**config.mk**
```make
export PLATFORM = sky130hd
export DESIGN_NAME = alu_issue_stage
export DESIGN_NICKNAME = d
export VERILOG_FILES = /design/src/rtl/alu_issue_stage_pkg.sv /design/src/rtl/alu_issue_stage_fwd.sv /design/src/rtl/alu_issue_stage.sv
export SDC_FILE = /design/constraint.sdc
export NUM_CORES = 1
export LEC_CHECK = 0
export ABC_AREA = 1
export BUFFER_PORTS_ARGS = -buffer_cell sky130_fd_sc_hd__buf_2
export CORE_ASPECT_RATIO = 2
export CORE_MARGIN = 2
export CORE_UTILIZATION = 32
export CTS_CLUSTER_DIAMETER = 50
export DETAILED_ROUTE_END_ITERATION = 10
export MAX_ROUTING_LAYER = met4
export PLACE_DENSITY_LB_ADDON = 0.05
export SLEW_MARGIN = 20
export SYNTH_ARGS = -nofsm -noshare
export SYNTH_HDL_FRONTEND = slang
export SYNTH_HIERARCHICAL = 1
export SYNTH_SLANG_ARGS = --single-unit
```
**constraint.sdc**
```tcl
create_clock -name clk_in -period 1.23 [get_ports clk_in]
set_input_delay 0 -clock clk_in [delete_from_list [all_inputs] [get_ports clk_in]]
set_output_delay 0 -clock clk_in [all_outputs]
set_load 0.005 [all_outputs]
```
**src/rtl/alu_issue_stage_pkg.sv**
```systemverilog
// Shared types for the ALU issue stage: ALU operation codes, operand source
// selects, the resolved issue entry and its reset value.
// Optional feature macro used by the stage: ALU_ISSUE_BYPASS_EN.
package alu_issue_stage_pkg;

    localparam int XLEN = 32;
    localparam int RA_W = 5;

    typedef logic [XLEN-1:0] word_t;

    typedef enum logic [3:0] {
        ALU_OP_ADD  = 4'd0,
        ALU_OP_SUB  = 4'd1,
        ALU_OP_SLL  = 4'd2,
        ALU_OP_SLT  = 4'd3,
        ALU_OP_SLTU = 4'd4,
        ALU_OP_XOR  = 4'd5,
        ALU_OP_SRL  = 4'd6,
        ALU_OP_SRA  = 4'd7,
        ALU_OP_OR   = 4'd8,
        ALU_OP_AND  = 4'd9
    } alu_op_e;

    typedef enum logic [1:0] {
        SRC_A_RS1  = 2'd0,
        SRC_A_PC   = 2'd1,
        SRC_A_ZERO = 2'd2
    } alu_src_a_e;

    typedef enum logic [1:0] {
        SRC_B_RS2  = 2'd0,
        SRC_B_IMM  = 2'd1,
        SRC_B_FOUR = 2'd2
    } alu_src_b_e;

    typedef struct packed {
        word_t            a;
        word_t            b;
        alu_op_e          op;
        logic [RA_W-1:0]  rd;
    } issue_entry_t;

    localparam issue_entry_t RESET_ENTRY = '{a: '0, b: '0, op: ALU_OP_ADD, rd: '0};

    function automatic logic is_shift(input alu_op_e op);
        return (op == ALU_OP_SLL) || (op == ALU_OP_SRL) || (op == ALU_OP_SRA);
    endfunction

endpackage

```
**src/rtl/alu_issue_stage_fwd.sv**
```systemverilog
// alu_issue_fwd: combinational bypass mux for one source operand.
//   rs_addr/rs_data     register index and register-file read data
//   slot_valid/slot_rd  output slot of the issue stage (producer candidate)
//   slot_leaving        downstream consumes the output slot this cycle
//   alu_result          ALU result for the output slot (source 1, highest priority)
//   wb_valid/wb_rd/wb_data  write-back port (source 2)
//   fwd_data            resolved operand
// Only elaborated when ALU_ISSUE_BYPASS_EN is defined.
module alu_issue_fwd #(
    parameter int XLEN = 32,
    parameter int RA_W = 5
) (
    input  logic [RA_W-1:0] rs_addr,
    input  logic [XLEN-1:0] rs_data,
    input  logic            slot_valid,
    input  logic [RA_W-1:0] slot_rd,
    input  logic            slot_leaving,
    input  logic [XLEN-1:0] alu_result,
    input  logic            wb_valid,
    input  logic [RA_W-1:0] wb_rd,
    input  logic [XLEN-1:0] wb_data,
    output logic [XLEN-1:0] fwd_data
);

    logic nonzero;
    assign nonzero = (rs_addr != '0);

    always_comb begin
        fwd_data = rs_data;
        // The ALU result is only final when its producer is leaving the slot.
        if (nonzero && slot_valid && slot_leaving && (slot_rd == rs_addr)) begin
            fwd_data = alu_result;
        end else if (nonzero && wb_valid && (wb_rd == rs_addr)) begin
            fwd_data = wb_data;
        end
    end

endmodule

```
**src/rtl/alu_issue_stage.sv**
```systemverilog
// alu_issue_stage: execute-issue stage in front of the combinational ALU.
//   clk_in, rst_n_in (async, active low), flush_in (sync discard)
//   decode side : valid_in/ready_out, rs*_data_in, rs*_addr_in, pc_in, imm_in,
//                 src_a_sel_in, src_b_sel_in, op_in, rd_addr_in
//   ALU side    : valid_out/ready_in, a_out, b_out, op_out, rd_addr_out
//   bypass      : alu_result_in, wb_valid_in, wb_rd_in, wb_data_in
// Macro ALU_ISSUE_BYPASS_EN enables operand forwarding; without it the
// bypass inputs are ignored and register-file data is used directly.
// An output slot plus a one-entry skid register gives two entries of
// storage so that ready_out comes straight from a flop.
module alu_issue_stage
    import alu_issue_stage_pkg::*;
#(
    parameter int XLEN = alu_issue_stage_pkg::XLEN,
    parameter int RA_W = alu_issue_stage_pkg::RA_W
) (
    input  logic            clk_in,
    input  logic            rst_n_in,
    input  logic            flush_in,
    input  logic            valid_in,
    output logic            ready_out,
    input  logic [XLEN-1:0] rs1_data_in,
    input  logic [XLEN-1:0] rs2_data_in,
    input  logic [RA_W-1:0] rs1_addr_in,
    input  logic [RA_W-1:0] rs2_addr_in,
    input  logic [XLEN-1:0] pc_in,
    input  logic [XLEN-1:0] imm_in,
    input  logic [1:0]      src_a_sel_in,
    input  logic [1:0]      src_b_sel_in,
    input  alu_op_e         op_in,
    input  logic [RA_W-1:0] rd_addr_in,
    output logic            valid_out,
    input  logic            ready_in,
    output logic [XLEN-1:0] a_out,
    output logic [XLEN-1:0] b_out,
    output alu_op_e         op_out,
    output logic [RA_W-1:0] rd_addr_out,
    input  logic [XLEN-1:0] alu_result_in,
    input  logic            wb_valid_in,
    input  logic [RA_W-1:0] wb_rd_in,
    input  logic [XLEN-1:0] wb_data_in
);

    issue_entry_t    out_q, skid_q, new_entry;
    logic            out_valid, skid_valid;
    logic            accept;
    logic [XLEN-1:0] rs1_fwd, rs2_fwd, b_sel;

`ifdef ALU_ISSUE_BYPASS_EN
    alu_issue_fwd #(.XLEN(XLEN), .RA_W(RA_W)) u_fwd_rs1 (
        .rs_addr      (rs1_addr_in),
        .rs_data      (rs1_data_in),
        .slot_valid   (out_valid),
        .slot_rd      (out_q.rd),
        .slot_leaving (ready_in),
        .alu_result   (alu_result_in),
        .wb_valid     (wb_valid_in),
        .wb_rd        (wb_rd_in),
        .wb_data      (wb_data_in),
        .fwd_data     (rs1_fwd)
    );

    alu_issue_fwd #(.XLEN(XLEN), .RA_W(RA_W)) u_fwd_rs2 (
        .rs_addr      (rs2_addr_in),
        .rs_data      (rs2_data_in),
        .slot_valid   (out_valid),
        .slot_rd      (out_q.rd),
        .slot_leaving (ready_in),
        .alu_result   (alu_result_in),
        .wb_valid     (wb_valid_in),
        .wb_rd        (wb_rd_in),
        .wb_data      (wb_data_in),
        .fwd_data     (rs2_fwd)
    );
`else
    assign rs1_fwd = rs1_data_in;
    assign rs2_fwd = rs2_data_in;

    // Bypass ports stay on the interface; the hazard unit stalls instead.
    logic unused_bypass;
    assign unused_bypass = ^{alu_result_in, wb_valid_in, wb_rd_in, wb_data_in};
`endif

    assign ready_out = !skid_valid;
    assign accept    = valid_in && ready_out;

    // Operands are resolved at accept time and stored resolved.
    always_comb begin
        new_entry = RESET_ENTRY;
        b_sel     = '0;
        case (alu_src_a_e'(src_a_sel_in))
            SRC_A_RS1: new_entry.a = rs1_fwd;
            SRC_A_PC:  new_entry.a = pc_in;
            default:   new_entry.a = '0;
        endcase
        case (alu_src_b_e'(src_b_sel_in))
            SRC_B_RS2:  b_sel = rs2_fwd;
            SRC_B_IMM:  b_sel = imm_in;
            SRC_B_FOUR: b_sel = XLEN'(4);
            default:    b_sel = '0;
        endcase
        new_entry.b  = is_shift(op_in) ? {{(XLEN-5){1'b0}}, b_sel[4:0]} : b_sel;
        new_entry.op = op_in;
        new_entry.rd = rd_addr_in;
    end

    always_ff @(posedge clk_in or negedge rst_n_in) begin
        if (!rst_n_in) begin
            out_valid  <= 1'b0;
            out_q      <= RESET_ENTRY;
            skid_valid <= 1'b0;
            skid_q     <= RESET_ENTRY;
        end else if (flush_in) begin
            out_valid  <= 1'b0;
            skid_valid <= 1'b0;
        end else if (!out_valid || ready_in) begin
            // Slot is free or draining: the older skid entry goes first.
            if (skid_valid) begin
                out_q      <= skid_q;
                out_valid  <= 1'b1;
                skid_valid <= 1'b0;
            end else if (accept) begin
                out_q     <= new_entry;
                out_valid <= 1'b1;
            end else begin
                out_valid <= 1'b0;
            end
        end else if (accept) begin
            skid_q     <= new_entry;
            skid_valid <= 1'b1;
        end
    end

    assign valid_out   = out_valid;
    assign a_out       = out_q.a;
    assign b_out       = out_q.b;
    assign op_out      = out_q.op;
    assign rd_addr_out = out_q.rd;

endmodule

```
== Word level (Yosys, flattened, before mapping) ==
Index checks and enable logic that the tools add are counted.

* Bits in registers: 148
* Latch bits: 0
* Bits in writable memories: 0
* Bits in read-only memories: 0
* Logic and storage cells: 43
* Memories: 0

* Add/subtract/negate cells: 0
* Multipliers: 0
* Div/mod/pow operators: 0
* Order comparisons: 0
* Equal/unequal tests: 6
* Shift-type cells: 0
* Multiplexer cells: 12
* Bitwise operators: 2
* Reductions and logical operators: 13

{| class="wikitable"
|+ Operators by type and width
! cell !! count
|-
| $mux 73 || 2
|-
| $pmux 32 s3 || 1
|-
| $pmux 32 s2 || 1
|-
| $mux 32 || 1
|-
| $eq 4x3->1 const B || 2
|-
| $mux 1 || 7
|-
| $reduce_and 3->1 || 2
|-
| $eq 2x1->1 const B || 2
|-
| $eq 4x2->1 const B || 1
|-
| $logic_not 2->1 || 2
|-
| $reduce_bool 2->1 || 2
|-
| $logic_or 1x1->1 || 3
|-
| $reduce_bool 3->1 || 1
|-
| $eq 2x2->1 const B || 1
|-
| $logic_not 1->1 || 2
|-
| $not 1->1 || 2
|-
| $logic_and 1x1->1 || 1
|}

== Longest topological paths before layout ==
Gate-level depths: netlist (run 1).

* Depth after elaboration: 6
* Mapped depth: 9

== Least setup slack after synthesis (run 1) ==
No wires, ideal clock.

* Path kind: reg2reg
* From: reg skid_valid
* To: reg skid_q[35] (netlist bit)
* Data arrival time: 1.177 ns
* Required time: 1.107 ns
* Slack: -0.070 ns
* Stages on the path, launching flop included: 10
* Cells stage by stage: dfrtp_1 buf_4 inv_4 nand2_2 nor2_4 inv_2 buf_6 buf_6 nand2_1 o21ai_1

* Word-level cells in the longest chain between the ends: 3

{| class="wikitable"
|+ Ends and longest elaborated chain
! what !! line !! source
|-
| start, declared || alu_issue_stage.sv:45 || <nowiki>logic out_valid, skid_valid;</nowiki>
|-
| start signal, assigned || alu_issue_stage.sv:111 || <nowiki>skid_valid <= 1'b0;</nowiki>
|-
| start signal, assigned || alu_issue_stage.sv:115 || <nowiki>skid_valid <= 1'b0;</nowiki>
|-
| start signal, assigned || alu_issue_stage.sv:121 || <nowiki>skid_valid <= 1'b0;</nowiki>
|-
| $logic_not 1->1 || alu_issue_stage.sv:84 || <nowiki>assign ready_out = !skid_valid;</nowiki>
|-
| $logic_and 1x1->1 || alu_issue_stage.sv:85 || <nowiki>assign accept = valid_in && ready_out;</nowiki>
|-
| $reduce_and 3->1 (no line) || n/a ||
|-
| end signal, assigned || alu_issue_stage.sv:129 || <nowiki>skid_q <= new_entry;</nowiki>
|-
| end, declared || alu_issue_stage.sv:44 || <nowiki>issue_entry_t out_q, skid_q, new_entry;</nowiki>
|}

Every way passes these cells.
A chain may end at the register's enable or synchronous reset.

== Final worst setup path (run 1) ==
* From: reg skid_valid
* To: reg skid_q[44] (netlist bit)

Same word-level chain as after synthesis.

==> results of run 1 <==
stage by stage:
stage                     hold WS [ns]  utilization, %  TNS, ns
after floorplan                 -0.296               -   -0.196
after global placement          -0.120            39.3    -2.87
after detailed placement        -0.119            39.3    -4.81
after CTS                     0.000851            49.5    -7.74
after global routing           0.00845            51.8   -17.32
final                          -0.0197            51.8    -7.64
registers in the layout (all words and copies together), names as in the netlist:
signal	count
rd_addr_out	5
b_out	32
skid_valid	1
a_out	32
op_out	4
skid_q	73
valid_out	1
cells by family (layout without fill, tap and decap cells):
kind of cell           count (synthesis)  in the layout  share of synthesized area (%)
and+or+nand+nor                      707            707                           37.6
AOI/OAI and AO/OA                     77             77                           5.61
buffers and inverters                113            527                           7.22
DFF                                  148            148                           49.6
worst max path at each step:
stage,start,end
2_1_floorplan,skid_valid$_DFFE_PN0P_,skid_q[35]$_DFFE_PN0P_
3_3_place_gp,skid_valid$_DFFE_PN0P_,b_out[5]$_DFFE_PN0P_
3_5_place_dp,skid_valid$_DFFE_PN0P_,b_out[30]$_DFFE_PN0P_
4_1_cts,skid_valid$_DFFE_PN0P_,a_out[3]$_DFFE_PN0P_
5_1_grt,skid_valid$_DFFE_PN0P_,skid_q[67]$_DFFE_PN0P_
6_report,skid_valid$_DFFE_PN0P_,skid_q[44]$_DFFE_PN0P_
report_power, final:
group          switching [mW]  internal (mW)
registers               0.430           5.78
logic                    1.58           1.60
clock network            2.09           2.94
total                    4.11           10.3
cell usage in the layout, fill, tap and decap left out, types with 25 or more instances in the layout:
cell type | netlist | layout
inv_1 | 46 | 46
buf_2 | 30 | 218
clkbuf_16 | 0 | 27
nor2_1 | 66 | 63
nand3_1 | 108 | 108
o21ai_1 | 6 | 41
nand2_1 | 529 | 500
dfrtp_1 | 148 | 147
nand2_2 | 2 | 25
dlygate4sd3_1 | 0 | 156
critical path, delay by kind of cell, from the launching register on:
family                 cells  cell delay [ns]
buffers and inverters      4             0.53
AO/OA/AOI/OAI              1             0.07
flip-flops                 1             0.43
AND/OR/NAND/NOR            3             0.24
routing by layer:
layer	GRT usage, %	vias to the layer above	part of all wire [%]
li1	-	4053	-
met1	22.5	3763	39
met2	39.4	227	55
met3	3.60	37	3.7
met4	7.64	0	2.2
met5	-	-	0
area by class of cell:
cell class | instances | area, um2 | share of cell area (%)
clock inverters | 12 | 105 | 0.877
repair buffers | 445 | 3790 | 31.6
multi-input cells | 784 | 3360 | 28.1
clock buffers | 20 | 467 | 3.89
well taps | 283 | 354 | 2.95
inverters | 49 | 196 | 1.64
repair inverters | 1 | 6.26 | 0.0522
flip-flops and latches | 148 | 3700 | 30.9
repair_timing:
| action | 4_1_cts | 5_1_grt |
|---|---|---|
| gates resized for setup | 32 | 89 |
| hold endpoints to repair | 287 | 0 |
| setup buffers | 3 | 8 |
| pin swaps | 3 | 8 |
| setup endpoints to repair | 145 | 147 |
| gates cloned | 4 | 15 |
| hold buffers | 158 | 0 |
==> run metrics, run 1 <==
Pre-antenna DRT Iters 5; Post-Route WL between 20000 and 30000 um; post-route minimum period 1.36 ns; initial DRC count between 200 and 300; Final nets ~1700; Inst Count DP roughly 1500; Worst slew margin ~80%; reg2reg start skid_valid$_DFFE_PN0P_; kind of end point of the critical path flop; register area share after synthesis between 40% and 50%; setup ws final -0.132 ns; post-synthesis async set-or-reset flop share 100%; Core ar. around 23000 um2; FILL cells about 2300; LEAKAGE around 7 nW; worst hold path type input port to flop; synth-to-layout area growth 60.5%; critical path's largest stage delay ~0.43 ns; Worst Path Required roughly 1.6 ns; vias in the first global route approximately 8100; Slew Viols, Final 0; Max Clock Freq around 730 MHz; Main synth FF type dfrtp_1; root buf cell clkbuf_16; post-synth top area share approximately 50%; Mapped Avg Cell Area 7.14 um2; distinct cell type count after synthesis 18; Worst Path Arrival roughly 1.7 ns; R2R Path End skid_q[44]$_DFFE_PN0P_; final worst-path cycle share 111%; Port Buf Inserts between 200 and 250; detailed placer's ending HPWL 16200 um; Least-Margin Pin Slew ~0.3 ns; hold path endpoint skid_q[38]$_DFFE_PN0P_; failing checks hold timing, setup timing; number of max-cap violations 0; Core Rows just under 80; Setup Crit Path Kind flop to flop; Final Hold Fails 2; clock edge transition at the registers on the reported setup and hold paths 0.06 ns; DRC violations left 0; number of synthesized flops with an enable pin 0; Top Ports 301; share of cells above drive strength 1 26.0%; area leader, netlist dfrtp_1; CTS tree built; commonest cells in the netlist nand2_1 (529), dfrtp_1 (148), nand3_1 (108); Die ar. 24600 um2; # H-tree levels 4; Die Ht approximately 220 um; initial cell density of the core between 30 and 40%; final setup fails between 100 and 150; Overflow after GRT 0; Synth area leaders dfrtp_1 (50%), nand2_1 (27%), nand3_1 (7.2%); Hold WS -0.0197 ns; VDD IR-drop max 0.00103 V; Startpoint Class flop; Pwr per Cell Area around 1200 nW/um2; yosys warns 6; synthesis-stage register bit count 148; Die X ~110 um; # diodes 0; GP Congestion 0.784; Via density 4.64; CTS sink count 148; Worst-Skew Late Latency 0.43 ns; DP Worst Slack -0.0772 ns; setup repair after global routing missed its margin yes; initial antenna violation count 0; post-route ant nets 0; Pwr Total 14.4 mW; total CTS buffers 17; top-count cell post-synth nand2_1; detailed-route via count just over 8000; largest net degree at the start of global routing about 50; reg-to-reg slack, setup -0.13 ns; CP Cell Sequence clkinv_4, nand2_4, nor2_4, buf_12, buf_6, clkbuf_16, nand2_1, o21ai_0; status finished, violations left; Tot GR Track Use about a fifth; Max Root-Sink Buffers 2; dpl cell area roughly 9100 um2; hold path cells 5; crit path max-delay cell type dfrtp_2; syn_nets about 1300; Syn Inst Count roughly 1000; first-pass GRT wire length about 40000 um; hold path startpoint imm_in[29]; Post-Syn Area about 7500 um2; WL per Instance 15.2 um; Crit Path Max Fanout 6; clk_skew roughly 0.011 ns; final instance area 12000 um2; Layout Cells excl Fill approximately 1700; reg2reg path depth 8
(Power assumes the default switching activity.)
==> inputs of run 2 (changes only) <==
PLACE_DENSITY = 0.55   (was not set)
PLACE_DENSITY_LB_ADDON = not set   (was 0.05)
==> run 2 against run 1 <==
Compared with the run above:
- the flow finishes with violations (setup timing)
- sequential power about the same
- total power is 6.2% higher
- worst setup slack better by 0.0079 ns
- routed wire length increased by 1.4%
- global-route usage increased by 0.76 points
- clock-buffer cell count unchanged
- clock skew is 0.0017 ns lower
- worst hold slack better by 0.047 ns
- critical endpoint is now a_out[26]$_DFFE_PN0P_
- largest cell class unchanged
- largest power group unchanged
==> run metrics, run 2 (synthesis results as in run 1) <==
worst hold path type input port to async pin; Pwr Total 15.3 mW (+6.2%); Pwr per Cell Area 1260 nW/um2 (+4.9%); Finished Core Util 52.4% (+0.60 points); post-route minimum period 1.35 ns (-0.00792 ns); clock edge transition at the registers on the reported setup and hold paths 0.06 ns (about the same); LEAKAGE 6.74 nW (-0.86%); Startpoint Class flop; Largest Register skid_q; failing checks setup timing; Slew Viols, Final 0 (unchanged); VDD IR-drop max 0.000720 V (-30%); final instance area 12100 um2 (+1.2%); total CTS buffers 17 (unchanged); share of cells above drive strength 1 25.7% (-0.28 points); root buf cell clkbuf_16; Overflow after GRT 0 (unchanged); synth-to-layout area growth 62.4%; initial cell density of the core 32.3% (unchanged); crit path max-delay cell type dfrtp_2; detailed placer's ending HPWL 16100 um (-0.47%); detailed-route via count 8201 (+1.5%); Worst Path Arrival 1.68 ns (-0.02 ns); Tot GR Track Use 22.0% (+0.76 points); Hold WS 0.0268 ns (+0.0466 ns); Die X 112 um (unchanged); Critical path origin skid_valid$_DFFE_PN0P_; most frequent cells in the layout nand2_1 (515), buf_2 (218), dlygate4sd3_1 (168); Core ar. 23100 um2 (unchanged); Worst-Skew Late Latency 0.44 ns (about the same); reg2reg path depth 7 (-1); clk_skew 0.00920 ns (-0.00172 ns); critical path's largest stage delay 0.43 ns (about the same); Core Rows 79 (unchanged); final worst-path cycle share 110% (-0.64 points); initial antenna violation count 0 (unchanged); R2R Path End a_out[26]$_DFFE_PN0P_; most frequent CP cell nor2_4; vias in the first global route 8308 (+2.4%); final setup fails 136 (+3.0%); Via density 4.70 (+1.3%); first-pass GRT wire length 41400 um (+3.4%); # H-tree levels 4 (unchanged); Final Hold Fails 0 (-2); Crit Path Max Fanout 6 (unchanged); Die Ht 220 um (unchanged); status finished, violations left; DRC violations left 0 (unchanged); reg2reg start skid_valid$_DFFE_PN0P_; WL per Instance 15.3 um (+1.1%); Final nets 1676 (+0.24%); CTS sink count 148 (unchanged); Die ar. 24600 um2 (unchanged); DP Worst Slack -0.0902 ns (-0.0130 ns); reg-to-reg slack, setup -0.12 ns (about the same); CP Cell Sequence nor2_4, nor2_4, nand2_8, buf_12, clkbuf_16, nand2_2, nand2_1; Port Buf Inserts 220 (unchanged); number of max-cap violations 0 (unchanged); largest net degree at the start of global routing 44 (-10%); initial DRC count 339 (+17%); Top Ports 301 (unchanged); Setup Crit Path Kind flop to flop; dpl cell area 9060 um2 (-0.28%); # diodes 0 (unchanged); Max Root-Sink Buffers 2 (unchanged); Pre-antenna DRT Iters 5 (unchanged); post-route ant nets 0 (unchanged); setup repair after global routing missed its margin yes; kind of end point of the critical path flop; Post-Route WL 26800 um (+1.4%); Largest register FFs 73 (unchanged); Max Clock Freq 738 MHz (+0.59%); most common cell after layout, fill and taps aside nand2_1; Worst Path Required 1.56 ns (about the same); Least-Margin Pin Slew 0.420 ns (+0.110 ns); setup ws final -0.124 ns (+0.00792 ns); CTS tree built; GP Congestion 0.833 (+6.3%); Worst slew margin 72.0% (-7.1 points)
==> run 2: report_power, final <==
part / total [mW] / internal, mW / leakage, nW / switching [mW]
sequential: 6.24 / 5.78 / 1.92 / 0.458
clock: 5.81 / 3.66 / 0.306 / 2.15
combinational: 3.26 / 1.62 / 4.52 / 1.64
total: 15.3 / 11.1 / 6.74 / 4.25
==> run 2: metal layers <==
layer  global-route usage (%)  share of wire [%]  vias to the layer above
met5                        -                  0                        -
met4                     9.63                3.2                        0
met3                     3.03                2.8                       51
met2                     40.6                 55                      221
met1                     23.1                 39                     3867
li1                         -                  -                     4062
==> run 2: layout make-up <==
class                      instances  area (um2)
inverter                          49         209
clock buffer                      20         447
fill                            2183       11000
clock inverter                    12         204
sequential                       148        3700
multi-input combinational        785        3460
tap                              283         354
timing repair buffer             449        3750
==> run 2: how the worst max path moves through the flow <==
stage	to	slack (ns)
after CTS	skid_q[24]$_DFFE_PN0P_	-0.11
after detailed placement	skid_q[69]$_DFFE_PN0P_	-0.09
final	a_out[26]$_DFFE_PN0P_	-0.12
after global placement	skid_q[54]$_DFFE_PN0P_	-0.08
after global routing	a_out[26]$_DFFE_PN0P_	-0.20
after floorplan	skid_q[35]$_DFFE_PN0P_	-0.03
==> run 2: stage by stage <==
stage	TNS (ns)	std cells
CTS	-9.36	1740
global placement	-2.80	1526
floorplan	-0.196	1045
detailed placement	-5.75	1526
finish	-7.35	1746
global route	-19.00	1746
==> run 2: repair_timing <==
action                                  CTS  global route
setup buffers                             6             1
endpoints found under the setup margin  140           147
pin swaps                                 3            13
cloned                                    8             7
hold buffers                            168             1
hold endpoints to repair                294             1
gates resized for setup                  49            59
==> run 2: critical path, delay by kind of cell, from the launching register on <==
family	cells	cell delay, ns
buffers and inverters	2	0.33
DFF	1	0.43
and+or+nand+nor	5	0.49
==> inputs of run 3 (changes only) <==
RECOVER_POWER = 100   (was not set)
==> run 3 against run 2 <==
Compared with the run above:
- the run still ends with setup timing left
- sequential share of layout area grew 0.19 points
- sequential power barely moved
- total power is 0.47% lower
- critical path depth did not move
- global-route usage unchanged
- highest routed layer unchanged
==> run metrics, run 3 (synthesis results as in run 1) <==
CTS sink count 148 (unchanged); largest net degree at the start of global routing 44 (unchanged); Largest Register skid_q; DP Worst Slack -0.0902 ns (unchanged); Port Buf Inserts 220 (unchanged); Core Rows 79 (unchanged); final instance area 12000 um2 (-0.63%); CTS tree built; Core ar. 23100 um2 (unchanged); Least-Margin Pin Slew 1.10 ns (+0.683 ns); hold path startpoint src_b_sel_in[1]; # diodes 0 (unchanged); GP Congestion 0.833 (unchanged); DRC violations left 0 (unchanged); post-route minimum period 1.35 ns (+0.0000740 ns); # H-tree levels 4 (unchanged); reg2reg start skid_valid$_DFFE_PN0P_; Sw Share 27.9% (+0.14 points); Largest register FFs 73 (unchanged); detailed-route via count 8196 (-0.061%); hold path endpoint skid_q[11]$_DFFE_PN0P_; reg2reg path depth 7 (unchanged); vias in the first global route 8308 (unchanged); clk_skew 0.00821 ns (-0.000993 ns); Pwr per Cell Area 1260 nW/um2 (+0.17%); Final nets 1676 (unchanged); Die X 112 um (unchanged); detailed placer's ending HPWL 16100 um (unchanged); share of cells above drive strength 1 21.9% (-3.8 points); Worst slew margin 26.5% (-46 points); WL per Instance 15.3 um (-0.25%); LEAKAGE 6.53 nW (-3.1%); setup repair after global routing missed its margin yes; reg-to-reg slack, setup -0.12 ns (about the same); Finished Core Util 52.1% (-0.33 points); most common cell after layout, fill and taps aside nand2_1; Final Hold Fails 0 (unchanged); Pint 11.0 mW (-0.65%); initial cell density of the core 32.3% (unchanged); root buf cell clkbuf_16; final worst-path cycle share 110% (about the same); share of power burned in registers 41.0% (+0.3 points); Crit Path Max Fanout 6 (unchanged); first-pass GRT wire length 41400 um (unchanged); Pwr Total 15.2 mW (-0.47%); initial antenna violation count 0 (unchanged); Critical path origin skid_valid$_DFFE_PN0P_; Die ar. 24600 um2 (unchanged); Post-Route WL 26700 um (-0.25%); Pre-antenna DRT Iters 6 (+1); Via density 4.69 (about the same); post-route ant nets 0 (unchanged); Max Root-Sink Buffers 2 (unchanged); worst hold path type input port to flop; synth-to-layout area growth 61.4%; Worst Path Required 1.56 ns (about the same); Die Ht 220 um (unchanged); Overflow after GRT 0 (unchanged); Worst-Skew Late Latency 0.44 ns (about the same); kind of end point of the critical path flop; clock edge transition at the registers on the reported setup and hold paths 0.07 ns (about the same); Worst Path Arrival 1.68 ns (about the same); Startpoint Class flop; number of max-cap violations 0 (unchanged); R2R Path End rd_addr_out[3]$_DFFE_PN0P_; Top Ports 301 (unchanged); Slew Viols, Final 0 (unchanged); hold path cells 5; total CTS buffers 17 (unchanged); Sum Neg Setup Slack -7.58 ns (-0.221 ns); most frequent cells in the layout nand2_1 (515), dlygate4sd3_1 (168), buf_2 (162); Tot GR Track Use 22.0% (unchanged); final setup fails 135 (-0.74%); dpl cell area 9060 um2 (unchanged); Setup Crit Path Kind flop to flop; Clk network pwr share 38.1% (+0.2 points); Comb pwr share 20.9% (-0.4 points); Net Sw Power 4.25 mW (about the same); FILL cells 2211 (+1.3%); failing checks setup timing; Max Clock Freq 738 MHz (about the same); status finished, violations left; VDD IR-drop max 0.000722 V (+0.25%); initial DRC count 334 (-1.5%); setup ws final -0.124 ns (-0.0000740 ns)
## run 3: cell count changes in the layout (fill, tap and decap cells not counted)
cell      before  now
clkbuf_4       0    1
buf_4         21   20
buf_6         10    9
buf_2        218  162
clkbuf_2       0    1
clkbuf_1       2   58
## run 3: worst max-delay path by stage
stage / to / depth (start not counted)
5_1_grt: a_out[26]$_DFFE_PN0P_ / 7
4_1_cts: skid_q[24]$_DFFE_PN0P_ / 8
2_1_floorplan: skid_q[35]$_DFFE_PN0P_ / 9
3_5_place_dp: skid_q[69]$_DFFE_PN0P_ / 6
3_3_place_gp: skid_q[54]$_DFFE_PN0P_ / 7
6_report: rd_addr_out[3]$_DFFE_PN0P_ / 7
## run 3: routing by layer
metal	global-route usage, %	routed length [um]	up-vias
li1	-	-	4057
met1	23.1	10300	3837
met2	40.6	14600	245
met3	3.03	858	57
met4	9.63	937	0
met5	-	0	-
## run 3: stage by stage
step | hold WS (ns) | instances
floorplan | -0.296 | 1045
global placement | -0.0640 | 1526
detailed placement | -0.0590 | 1526
CTS | 0.0163 | 1740
global route | 0.0773 | 1746
finish | 0.0340 | 1746
## run 3: repair_timing
| action | CTS | global route |
|---|---|---|
| endpoints found under the hold margin | 294 | 1 |
| hold buffers | 168 | 1 |
| cloned | 8 | 7 |
| setup endpoints to repair | 140 | 147 |
| gates resized for setup | 49 | 59 |
| setup buffers | 6 | 1 |
| pin swaps | 3 | 13 |
## run 3: power by group through the flow
stage                     Clock (mW)  Sequential, mW  Combinational [mW]
after global routing            6.12            6.34                3.62
after CTS                       5.93            6.21                3.16
after global placement             0            6.27                2.50
final                           5.80            6.25                3.19
after detailed placement           0            6.28                2.55
after floorplan                    0            6.23                1.34
## run 3: area by class of cell
cell class	count	area [um2]	area share [%]
tap	283	354	2.94
clock buffer	20	447	3.71
sequential	148	3700	30.7
timing repair buffer	449	3670	30.5
inverter	49	209	1.73
multi-input combinational	785	3460	28.7
clock inverter	12	204	1.69
## run 3: worst max-delay path: stages (launching register included)
cell	delay (ns)
dfrtp_2	0.43
nor2_4	0.06
nor2_4	0.20
nand2_8	0.13
buf_12	0.17
clkbuf_16	0.16
nand2_1	0.05
nand2_1	0.04
